`config.mk`:
```
export PLATFORM = sky130hd
export DESIGN_NAME = tt_sel_ctrl
export DESIGN_NICKNAME = d
export VERILOG_FILES = /design/src/rtl/tt_sel_ctrl.sv
export SDC_FILE = /design/constraint.sdc
export NUM_CORES = 1
export LEC_CHECK = 0
export BUFFER_PORTS_ARGS = -buffer_cell sky130_fd_sc_hd__buf_2
export CORE_ASPECT_RATIO = 1.4
export CORE_UTILIZATION = 30
export DETAILED_ROUTE_END_ITERATION = 6
export HOLD_SLACK_MARGIN = 0.08
export SLEW_MARGIN = 0
export SYNTH_ARGS = -nofsm -noshare
export SYNTH_HDL_FRONTEND = slang
export SYNTH_SLANG_ARGS = --single-unit
```
`constraint.sdc`:
```
create_clock -name clk -period 2.9 [get_ports clk]
set_clock_uncertainty 0.2 [all_clocks]
set_input_delay 0 -clock clk [delete_from_list [all_inputs] [get_ports clk]]
set_output_delay 0 -clock clk [all_outputs]
set_load 0.1 [all_outputs]
```
`src/rtl/tt_sel_ctrl.sv`:
```
// Design-selection sequencer: synchronises and filters the control pads, tracks the
// selected design address (increment or serial-shift mode) and sequences um_ena/um_rst_n.
module tt_sel_ctrl #(
  parameter int G_X         = 16,
  parameter int G_Y         = 2,
  parameter int SYNC_STAGES = 2,
  parameter int FILT_LEN    = 4,
  parameter int SETTLE      = 8,
  localparam int N_UM = G_X * G_Y,
  localparam int AW   = $clog2(N_UM),
  localparam int XW   = $clog2(G_X),
  localparam int YW   = (G_Y > 1) ? $clog2(G_Y) : 1
) (
  input  logic          clk,
  input  logic          rst,
  input  logic          ctrl_sel_rst_n,
  input  logic          ctrl_sel_inc,
  input  logic          ctrl_ena,
  input  logic          ctrl_mode,
  output logic [AW-1:0] sel_addr,
  output logic [XW-1:0] sel_col,
  output logic [YW-1:0] sel_branch,
  output logic          sel_valid,
  output logic          um_ena,
  output logic          um_rst_n,
  output logic          busy
);

  localparam int FCW = $clog2(FILT_LEN + 1);
  localparam int SCW = $clog2(SETTLE);
  localparam int I_RSTN = 0;
  localparam int I_INC  = 1;
  localparam int I_ENA  = 2;
  localparam int I_MODE = 3;
  // Active-low reset and enable idle high so a reset never looks like a pad event.
  localparam logic [3:0]     PAD_RST  = 4'b0101;
  localparam logic [SCW-1:0] SET_LOAD = SCW'(SETTLE - 1);
  localparam logic [SCW-1:0] RST_END  = SCW'(SETTLE - SETTLE / 2);
  localparam logic [AW-1:0]  ADDR_MAX = AW'(N_UM - 1);
  localparam logic [AW-1:0]  GX_V     = AW'(G_X);
  localparam logic [AW:0]    NUM_V    = (AW + 1)'(N_UM);

  typedef enum logic [1:0] {S_HOLD, S_SETTLE, S_RUN} state_t;

  logic [3:0]     pad;
  logic [3:0]     sync_p [SYNC_STAGES];
  logic [3:0]     filt;
  logic [FCW-1:0] fcnt [4];
  logic           inc_d;
  logic           mode_d;
  logic           inc_ev;
  logic           mode_chg;
  logic           hold;
  logic           addr_ev;
  logic [AW-1:0]  addr_nxt;
  state_t         state;
  state_t         state_nxt;
  logic [SCW-1:0] scnt;
  logic [SCW-1:0] scnt_nxt;

  assign pad = {ctrl_mode, ctrl_ena, ctrl_sel_inc, ctrl_sel_rst_n};

  // Synchroniser chain
  always_ff @(posedge clk or posedge rst) begin
    if (rst) begin
      for (int i = 0; i < SYNC_STAGES; i++) sync_p[i] <= PAD_RST;
    end else begin
      sync_p[0] <= pad;
      for (int i = 1; i < SYNC_STAGES; i++) sync_p[i] <= sync_p[i-1];
    end
  end

  // Glitch filter: a new level must persist FILT_LEN samples before it is accepted
  always_ff @(posedge clk or posedge rst) begin
    if (rst) begin
      filt   <= PAD_RST;
      inc_d  <= 1'b0;
      mode_d <= 1'b0;
      for (int k = 0; k < 4; k++) fcnt[k] <= '0;
    end else begin
      inc_d  <= filt[I_INC];
      mode_d <= filt[I_MODE];
      for (int k = 0; k < 4; k++) begin
        if (sync_p[SYNC_STAGES-1][k] == filt[k]) begin
          fcnt[k] <= '0;
        end else if (fcnt[k] == FCW'(FILT_LEN - 1)) begin
          filt[k] <= sync_p[SYNC_STAGES-1][k];
          fcnt[k] <= '0;
        end else begin
          fcnt[k] <= fcnt[k] + FCW'(1);
        end
      end
    end
  end

  assign inc_ev   = filt[I_INC] & ~inc_d;
  assign mode_chg = filt[I_MODE] ^ mode_d;
  assign hold     = ~filt[I_MODE] & ~filt[I_RSTN];
  assign addr_ev  = inc_ev & ~hold;

  // Address update; hold beats a simultaneous increment
  always_comb begin
    addr_nxt = sel_addr;
    if (hold) begin
      addr_nxt = '0;
    end else if (inc_ev) begin
      if (filt[I_MODE]) begin
        addr_nxt = {sel_addr[AW-2:0], filt[I_RSTN]};
      end else begin
        addr_nxt = (sel_addr == ADDR_MAX) ? '0 : sel_addr + AW'(1);
      end
    end
  end

  always_ff @(posedge clk or posedge rst) begin
    if (rst) begin
      sel_addr <= '0;
      state    <= S_SETTLE;
      scnt     <= SET_LOAD;
    end else begin
      sel_addr <= addr_nxt;
      state    <= state_nxt;
      scnt     <= scnt_nxt;
    end
  end

  always_comb begin
    state_nxt = state;
    scnt_nxt  = scnt;
    if (hold) begin
      state_nxt = S_HOLD;
    end else begin
      case (state)
        S_HOLD: begin
          state_nxt = S_SETTLE;
          scnt_nxt  = SET_LOAD;
        end
        S_SETTLE: begin
          if (addr_ev || mode_chg) begin
            scnt_nxt = SET_LOAD;
          end else if (scnt == '0) begin
            state_nxt = S_RUN;
          end else begin
            scnt_nxt = scnt - SCW'(1);
          end
        end
        S_RUN: begin
          if (addr_ev || mode_chg) begin
            state_nxt = S_SETTLE;
            scnt_nxt  = SET_LOAD;
          end
        end
        default: begin
          state_nxt = S_SETTLE;
          scnt_nxt  = SET_LOAD;
        end
      endcase
    end
  end

  // Outputs decoded from the registered state so they follow rst immediately
  always_comb begin
    um_ena   = 1'b0;
    um_rst_n = 1'b0;
    busy     = 1'b1;
    case (state)
      S_SETTLE: um_rst_n = (scnt < RST_END);
      S_RUN: begin
        busy     = 1'b0;
        um_rst_n = 1'b1;
        um_ena   = filt[I_ENA] & sel_valid;
      end
      default: ;
    endcase
  end

  assign sel_valid  = ({1'b0, sel_addr} < NUM_V);
  assign sel_col    = XW'(sel_addr % GX_V);
  assign sel_branch = YW'(sel_addr / GX_V);

endmodule

```
==> metrics <==
run status=completed; max frequency=0.510 GHz; post-layout minimum cycle time=1.96 ns; pin count of the biggest net entering global routing=37; data arrival time of the worst path=~2.0 ns; count of port buffers added during placement=18; highest net fanout along the worst path=7; data required time of the critical path=2.92 ns; aggregate routed wire length=2670 µm; IR drop worst, VDD=approximately 0.34 mV; Synth async-reset ratio=100%; Final Setup Violations=0; Final GP Congestion=0.758; CP bufs+invs=0; GR Layer Usage met3=3.39%; crit path launch type=flop; count of final max-slew check failures=0; post-detailed-route wirelength per cell=11.2 µm; type of the tightest min-delay check=reg2reg; endpoints failing hold=0; share of synthesized area occupied by flip-flops and latches=between 50% and 60%; leading cell types by total area after synthesis=dfrtp_1 (38%), dfstp_2 (15%), ha_1 (7.4%); total routing resource utilization after global routing=roughly a tenth; type of the setup path with the least slack=reg2reg; vias in the first global route=approximately 1100; horizontal extent of the die=between 60 and 70 µm; cell depth of the worst hold path=0; power per cell area=1100 nW/µm²; detailed-placement wirelength estimate=1870 µm; DRC=0; number of levels the H-tree was split into=2; gr ovfl total=0; worst skew pair latency=0.28 ns; fill cell count=543; depth of the worst register-to-register path=6; most utilized layer in the global route result=met2; antenna violations before repair=0; syn nets=164; number of sinks on the clock net=36; slew at the pin closest to its max-slew limit=around 0.6 ns; count of synthesis-stage warnings from yosys=0; post-synthesis instance area=1700 µm²; destination of the worst hold path=sync_p[3]; reported max-cap violation count=0; number of synthesized register bits=36; critical path capture point type=flop; highest-count cells in the layout ignoring fill and taps=dfrtp_1 (26), buf_2 (18), ha_1 (10), dfstp_2 (10); leakage power summed over all cells=0.931 nW; Fin Setup TNS=0 ns; Max stage delay cell, worst path=dfrtp_1; TritonCTS clock tree=done; most common cell after layout, fill and taps aside=dfrtp_1; setup slack on the worst flop-to-flop path=0.94 ns; Avg Cell Area, Syn=11.5 µm²; cell-by-cell listing of the critical path=ha_1 > and3_1 > ha_1 > or3_1 > nand2_1 > a22o_1; HP Start=sync_p[7]; Reg2Reg Capture Point=sel_addr[0]; Diodes inserted=0; first-pass GRT wire length=between 4000 and 5000 µm; Antenna Nets Post-Route=0; Area growth syn-to-layout=15.4%; met1 Track Usage GR=a little over a tenth; Total Power Consumption=between 2 and 2.5 mW; Synth Instances=148; library cell with the largest summed area after synthesis=dfrtp_1; number of library cell types mapped by synthesis=35; Worst slew margin=around three fifths; clock-pin slew reported for the worst setup and hold paths after clock tree synthesis=about 0.070 ns; boundary pin count=20; post-placement worst setup slack=0.944 ns; reg-to-reg startpoint=sel_addr[0]; Row Count=32; detailed-router iteration count before antenna repair=4; chip height=91.0 µm; buffer type at the clock tree root=clkbuf_8; number of gates resized after cts=0; vias per cell=4.56; most common flop cell mapped by yosys=dfrtp_1; maximum buffer depth of the clock tree=2; number of DRC markers in iteration 0=13; ratio of cells with drive above 1 in the final layout=25.9%; number of enable-type register cells in the synthesized netlist=0; utilization of the core after routing=35.7%; cell family contributing the most delay on the critical path=simple AND/OR/NAND/NOR gates; total die area=~6000 µm²; final critical-path setup slack=~0.94 ns; Starting Density=between 30 and 40%; delay of the slowest critical-path stage=roughly 0.44 ns; most numerous cell on the critical path=ha_1; Core Region=around 5500 µm²; global routing usage on met2=17.7%; RSZ-0062 raised after global routing=no; number of vias in the routed layout=1085; total CTS buffers=5; post-layout net count=roughly 190; top cell type's share of synthesized area=38.3%; portion of the clock cycle consumed by the worst path in the final layout=67.6%
## flip-flops by register name (all words and copies together), names as in the netlist
register  cells
filt          4
fcnt         12
sync_p        8
mode_d        1
sel_addr      5
scnt          3
state         2
inc_d         1
## worst max path at each step
| stage | endpoint | cells past startpoint | startpoint | slack [ns] |
|---|---|---|---|---|
| after global placement | sel_addr[0] | 6 | sel_addr[0] | 0.98 |
| after detailed placement | sel_addr[0] | 6 | sel_addr[0] | 0.94 |
| final | sel_addr[0] | 6 | sel_addr[0] | 0.94 |
| after CTS | sel_addr[0] | 6 | sel_addr[0] | 0.93 |
| after global routing | sel_addr[0] | 6 | sel_addr[0] | 0.82 |
| after floorplan | sel_addr[0] | 6 | sel_addr[0] | 0.51 |
## final cells by class
class | count | area (µm²) | area share, %
Tap cell | 68 | 85.1 | 4.35
Inverter | 9 | 33.8 | 1.73
Multi-Input combinational cell | 93 | 678 | 34.6
Sequential cell | 36 | 913 | 46.6
Clock buffer | 8 | 100 | 5.11
Timing Repair Buffer | 24 | 148 | 7.54
## cell usage after synthesis, drive strengths merged (2+ instances only)
cell / number
a211oi: 4
a21o: 2
a21oi: 6
buf: 10
dfrtp: 26
dfstp: 10
ha: 10
inv: 9
mux2: 6
nand2: 9
nand3: 2
nor2: 7
nor2b: 6
nor3: 7
nor3b: 9
o21ai: 3
o22ai: 2
xnor2: 6
## timing repair
| item | 4_1_cts | 5_1_grt |
|---|---|---|
| endpoints found under the hold margin | 40 | 0 |
| hold buffers | 5 | 0 |
| buffers inserted | 0 | 0 |
## per-stage QoR
stage                     cell area (µm²)  hold WS [ns]  instances
after floorplan                      1700        -0.196        148
after global placement               1810       -0.0940        225
after detailed placement             1810       -0.0920        225
after CTS                            1960         0.141        238
after global routing                 1960         0.142        238
final                                1960         0.150        238
## logic make-up after synthesis
group / Yosys count / share of synthesized area [%]
AO/OA/AOI/OAI: 23 / 9.44
XOR/XNOR: 6 / 3.54
adder cells (fa/ha/maj): 10 / 7.37
buffers and inverters: 19 / 6.19
flip-flops: 36 / 53.8
multiplexers: 7 / 4.57
other: 1 / 0.221
AND/OR/NAND/NOR: 46 / 14.8
## power by group
group,internal (mW),switching (mW)
Sequential,0.669,0.154
Combinational,0.308,0.648
Clock,0.217,0.168
## layer usage
metal,up-vias,wire length [µm]
li1,546,-
met1,520,1110
met2,13,1390
met3,6,89
met4,0,77
met5,-,0
Note: power is estimated with default switching activity, not from simulation.
